==> src/rtl/i2s_fifo_n.sv <==
// Parametrised I2S TX/RX FIFO with level, watermarks and sticky error flags; write-to-read latency 1 cycle.
// Backpressure: data_in_ack drops while full or flushing, and pops are ignored while empty.
module i2s_fifo_n #(
    parameter int WIDTH  = 32,
    parameter int ADDR_W = 3
) (
    input  logic              clk,
    input  logic              rst_n,
    input  logic              fifo_reset,
    input  logic [WIDTH-1:0]  data_in,
    input  logic              data_in_valid,
    output logic              data_in_ack,
    output logic [WIDTH-1:0]  data_out,
    output logic              data_out_valid,
    input  logic              data_out_ack,
    output logic              fifo_full,
    output logic              fifo_empty,
    output logic [ADDR_W:0]   fifo_level,
    output logic [ADDR_W:0]   fifo_space,
    input  logic [ADDR_W:0]   ae_thresh,
    input  logic [ADDR_W:0]   af_thresh,
    output logic              almost_empty,
    output logic              almost_full,
    input  logic              err_clr,
    output logic              overflow,
    output logic              underflow
);

    localparam int DEPTH = 1 << ADDR_W;
    localparam logic [ADDR_W:0] DEPTH_V = (ADDR_W+1)'(DEPTH);

    logic [WIDTH-1:0] mem [DEPTH];
    logic [ADDR_W:0]  wr_ptr;
    logic [ADDR_W:0]  rd_ptr;
    logic [ADDR_W:0]  level;
    logic             push;
    logic             pop;
    logic             ovf_set;
    logic             unf_set;

    // Wrap bit distinguishes full from empty when the index bits match.
    assign level      = wr_ptr - rd_ptr;
    assign fifo_empty = (wr_ptr == rd_ptr);
    assign fifo_full  = (wr_ptr[ADDR_W-1:0] == rd_ptr[ADDR_W-1:0]) &&
                        (wr_ptr[ADDR_W] != rd_ptr[ADDR_W]);

    assign fifo_level   = level;
    assign fifo_space   = DEPTH_V - level;
    assign almost_empty = (level <= ae_thresh);
    assign almost_full  = (level >= af_thresh);

    assign data_in_ack    = data_in_valid & ~fifo_full & ~fifo_reset;
    assign data_out_valid = ~fifo_empty;
    assign data_out       = mem[rd_ptr[ADDR_W-1:0]];

    assign push    = data_in_ack;
    assign pop     = data_out_valid & data_out_ack & ~fifo_reset;
    assign ovf_set = data_in_valid & fifo_full & ~fifo_reset;
    assign unf_set = data_out_ack & fifo_empty & ~fifo_reset;

    // Storage survives a flush; only the async reset clears it.
    always_ff @(posedge clk or negedge rst_n) begin
        if (!rst_n) begin
            for (int i = 0; i < DEPTH; i++) begin
                mem[i] <= '0;
            end
        end else if (push) begin
            mem[wr_ptr[ADDR_W-1:0]] <= data_in;
        end
    end

    always_ff @(posedge clk or negedge rst_n) begin
        if (!rst_n) begin
            wr_ptr <= '0;
            rd_ptr <= '0;
        end else if (fifo_reset) begin
            wr_ptr <= '0;
            rd_ptr <= '0;
        end else begin
            if (push) begin
                wr_ptr <= wr_ptr + 1'b1;
            end
            if (pop) begin
                rd_ptr <= rd_ptr + 1'b1;
            end
        end
    end

    // A set event in the same cycle as err_clr keeps the flag high.
    always_ff @(posedge clk or negedge rst_n) begin
        if (!rst_n) begin
            overflow  <= 1'b0;
            underflow <= 1'b0;
        end else if (fifo_reset) begin
            overflow  <= 1'b0;
            underflow <= 1'b0;
        end else begin
            if (ovf_set) begin
                overflow <= 1'b1;
            end else if (err_clr) begin
                overflow <= 1'b0;
            end
            if (unf_set) begin
                underflow <= 1'b1;
            end else if (err_clr) begin
                underflow <= 1'b0;
            end
        end
    end

endmodule

==> config.mk <==
export PLATFORM = sky130hd
export DESIGN_NAME = i2s_fifo_n
export DESIGN_NICKNAME = d
export VERILOG_FILES = /design/src/rtl/i2s_fifo_n.sv
export SDC_FILE = /design/constraint.sdc
export NUM_CORES = 1
export LEC_CHECK = 0
export ABC_CLOCK_PERIOD_IN_PS = 9320
export CORE_MARGIN = 8
export CORE_UTILIZATION = 64
export CTS_CLUSTER_SIZE = 14
export DETAILED_ROUTE_END_ITERATION = 10
export PLACE_DENSITY = 0.85
export SLEW_MARGIN = 25
export SYNTH_ARGS = -nofsm -noshare
export SYNTH_HDL_FRONTEND = slang
export SYNTH_SLANG_ARGS = --single-unit
==> constraint.sdc <==
create_clock -name clk -period 9.32 [get_ports clk]
set_input_delay 1.864 -clock clk [delete_from_list [all_inputs] [get_ports clk]]
set_output_delay 1.864 -clock clk [all_outputs]
set_load 0.1 [all_outputs]
==> metrics.txt <==
TritonCTS buffer count 27; 1st-pass router iterations 4; number of hold-slack violations in the final timing report 0; height of the chip approximately 160 um; final worst path period share between 60% and 70%; share of synthesized area occupied by flip-flops and latches a little over half; number of maximum-capacitance constraint violations 0; number of sinks handled by clock tree synthesis approximately 270; path type of the worst setup path input port to primary output; overall via count from detail_route between 7,000 and 8,000; path category of the worst min-delay check register to register; I/O Pins 94; hold_sp mem[87]; Worst Path Arrival 4570 ps; share of post-route cells with drive strength above 1 40.4%; f_max 0.156 GHz; pre-CTS worst setup slack slightly below 3000 ps; placeable core region 0.0195 mm^2; die area about 0.025 mm^2; clock power share between 20 and 30%; unrepaired setup endpoints after global routing no; Crit Reg-Reg Startpoint rd_ptr[0]; overflow left after global routing 0; register bit total from synthesis 266; die boundary width about 160 um; cell with the largest stage delay on the worst path sky130_fd_sc_hd__clkdlybuf4s50_1; source-to-sink clock delay at the later pin of the worst-skew pair roughly 530 ps; power per cell area approximately 280 mW/mm^2; placed inst area about 0.014 mm^2; Std-Cell Rows slightly above 50; cell count of the worst hold path 1; post-CTS setup buffer count 0; post-route cell area between 0.01 and 0.015 mm^2; mean instance size in the synthesized netlist 15.5 um^2; residual DRC count 0; crit path time final roughly 6400 ps; Worst Hold Endpoint mem[87]; TritonCTS clock tree built; final net count around 960; internal power contribution about 2.5 mW; number of global-route vias before repair roughly 8,100; worst voltage drop across the vdd grid roughly 250 uV; diode insertion count for antenna repair 0; CTS hold repair buffers 0; first-pass GRT wire length ~45 mm; post-detailed-route wirelength per cell between 20 and 25 um; minimum setup slack among reg-to-reg paths approximately 6000 ps; buffer cell driving the clock tree root sky130_fd_sc_hd__clkbuf_16; Max Root-Sink Buffers 3; post-synth net total 883; dpl hpwl 15.9 mm; combinational power share between 30% and 40%; delay of the slowest cell on the worst path 980 ps; Worst setup EP type primary output; Worst Path Required 7460 ps; number of antenna violations at the first check in global routing 1; max-slew violation total from the final report 0; worst-path cell chain clkdlybuf4s50_1, ha_1, nand2b_1, a21o_1, maj3_1, maj3_1, clkdlybuf4s50_1; run status complete, no violations; Reg2Reg Depth 5; Final ANT Viol Nets 0; async set-reset flop share out of synthesis between 90% and 100%; RePlAce Congestion around 0.76; post-DR vias/cell 6.04; number of levels in the clock H-tree 1; summed instance area of the synthesized netlist around 0.013 mm^2; total routing usage reported by global routing a little under a quarter; drt total wl ~28 mm; clk slew on worst S/H paths ~60 ps; violation count after the first detailed-routing iteration around 440; Port Buffer Count 93; sw power roughly 1.6 mW; endpoints failing setup 0; net switching fraction of the power 38.3%; Syn. warnings 0; number of flops mapped to enable cells by yosys 0; maximum fanout along the worst path 1; portion of total power attributed to sequential cells 35.9%; Cells after Synth roughly 820; capture instance of the worst register-to-register path mem[142]; startpoint type of the worst setup path input port; pin slew with the least headroom to its limit roughly 1100 ps; Starting Density 65.5%; post-layout utilization of the core between 70 and 80%; cell leakage power 7.10 nW; worst slew slack as a fraction of its limit around 30%; most instantiated flip-flop cell in the synthesis netlist sky130_fd_sc_hd__dfrtp_1; worst clock skew on the final layout 12.7 ps; post-route setup TNS 0 ps; Setup WS post-layout slightly below 3000 ps; post-CTS sizing 0; worst hold slack around 490 ps; Yosys cell types 39; largest net degree at the start of global routing between 100 and 150; synthesis-to-finish area growth 14.8%
[synthesized netlist by cell type (3+ instances only)]
cell                       number  area share (%)
sky130_fd_sc_hd__nor2b_1        5            0.24
sky130_fd_sc_hd__clkbuf_1      12            0.35
sky130_fd_sc_hd__buf_2          7            0.27
sky130_fd_sc_hd__xor2_1         8            0.55
sky130_fd_sc_hd__inv_1         12            0.35
sky130_fd_sc_hd__buf_6         12             1.1
sky130_fd_sc_hd__mux4_2        64              11
sky130_fd_sc_hd__o211ai_1       3            0.18
sky130_fd_sc_hd__nor2_1        15            0.44
sky130_fd_sc_hd__nand2_1       96             2.8
sky130_fd_sc_hd__mux2_2       156              14
sky130_fd_sc_hd__buf_1          5            0.15
sky130_fd_sc_hd__ha_1          12             1.2
sky130_fd_sc_hd__mux2_1        10            0.88
sky130_fd_sc_hd__buf_4         13            0.76
sky130_fd_sc_hd__dfrtp_1      266              52
sky130_fd_sc_hd__o21ai_0        3            0.12
sky130_fd_sc_hd__xnor2_1        5            0.34
sky130_fd_sc_hd__mux2_4        90              11
sky130_fd_sc_hd__nand3_4        4            0.55
[cells in the final DEF, fill, tap and decap left out, drive strengths merged]
cell             n
nand2b           1
clkinv           7
bufinv           1
o211ai           3
clkdlybuf4s50   92
nor3             1
xnor2            6
nand4b           2
buf             10
inv             12
nand2           96
nand4            3
fa               1
dfrtp          266
clkinvlp         1
a21oi            2
xor2             8
o21ai            3
clkbuf          40
ha              12
a31oi            1
maj3             2
and4             1
and3             1
nor2            15
a21o             2
nor2b            5
o21a             3
mux4            64
mux2           256
nand3            5
mux2i            2
[area by class of cell]
| type | count | area [um^2] |
|---|---|---|
| well taps | 265 | 332 |
| clock buffers | 40 | 785 |
| clock inverters | 8 | 67.6 |
| multi-input cells | 495 | 5750 |
| fillers | 1205 | 4830 |
| inverters | 13 | 48.8 |
| flip-flops and latches | 266 | 6660 |
| repair buffers | 102 | 1060 |
[through the flow]
step / std cells / power [mW]
after floorplan: 824 / 2.68
after global placement: 1138 / 2.99
after detailed placement: 1138 / 3.05
after CTS: 1186 / 4.10
after global routing: 1189 / 4.22
final: 1189 / 4.07
[worst max-delay path, delay by kind of cell]
kind / cells / cell delay (ps)
simple gates: 1 / 150
buf+inv: 2 / 1440
compound gates: 1 / 190
fa+ha+maj: 3 / 920
[registers in the layout (all words and copies together), names as in the netlist]
register,cells
mem,256
rd_ptr,4
wr_ptr,4
overflow,1
underflow,1
[worst max path at each step]
stage,start,end,slack (ps),depth (start not counted)
after CTS,af_thresh[0],almost_full,2880,7
after detailed placement,af_thresh[0],almost_full,2880,7
final,af_thresh[0],almost_full,2890,7
after global routing,af_thresh[0],almost_full,2840,7
after floorplan,rd_ptr[1],almost_empty,2140,9
after global placement,af_thresh[0],almost_full,2930,7
[cells by family (layout without fill, tap and decap cells)]
logic type	after synthesis	in the layout	share of synthesized area [%]
multiplexers	322	322	36.6
flip-flops	266	266	52.0
AND/OR/NAND/NOR	130	130	5.04
buffers and inverters	63	163	3.09
adder cells (fa/ha/maj)	15	15	1.49
AO/OA/AOI/OAI	14	14	0.772
XOR/XNOR	14	14	1.02
[layer usage]
| metal | track usage (%) | vias to the layer above | routed length (um) | part of all wire [%] |
|---|---|---|---|---|
| met2 | 40.0 | 181 | 14400 | 52 |
| li1 | - | 3147 | - | - |
| met5 | 0 | - | 15 | 0.054 |
| met4 | 6.57 | 2 | 556 | 2.0 |
| met3 | 4.00 | 44 | 1710 | 6.2 |
| met1 | 30.7 | 3808 | 11100 | 40 |
[power by group through the flow]
stage | registers (mW) | logic (mW) | clock network, mW
6_report | 1.46 | 1.57 | 1.04
5_1_grt | 1.48 | 1.64 | 1.10
4_1_cts | 1.46 | 1.58 | 1.06
3_5_place_dp | 1.48 | 1.57 | 0
3_3_place_gp | 1.45 | 1.54 | 0
2_1_floorplan | 1.43 | 1.25 | 0
(Power assumes the default switching activity.)
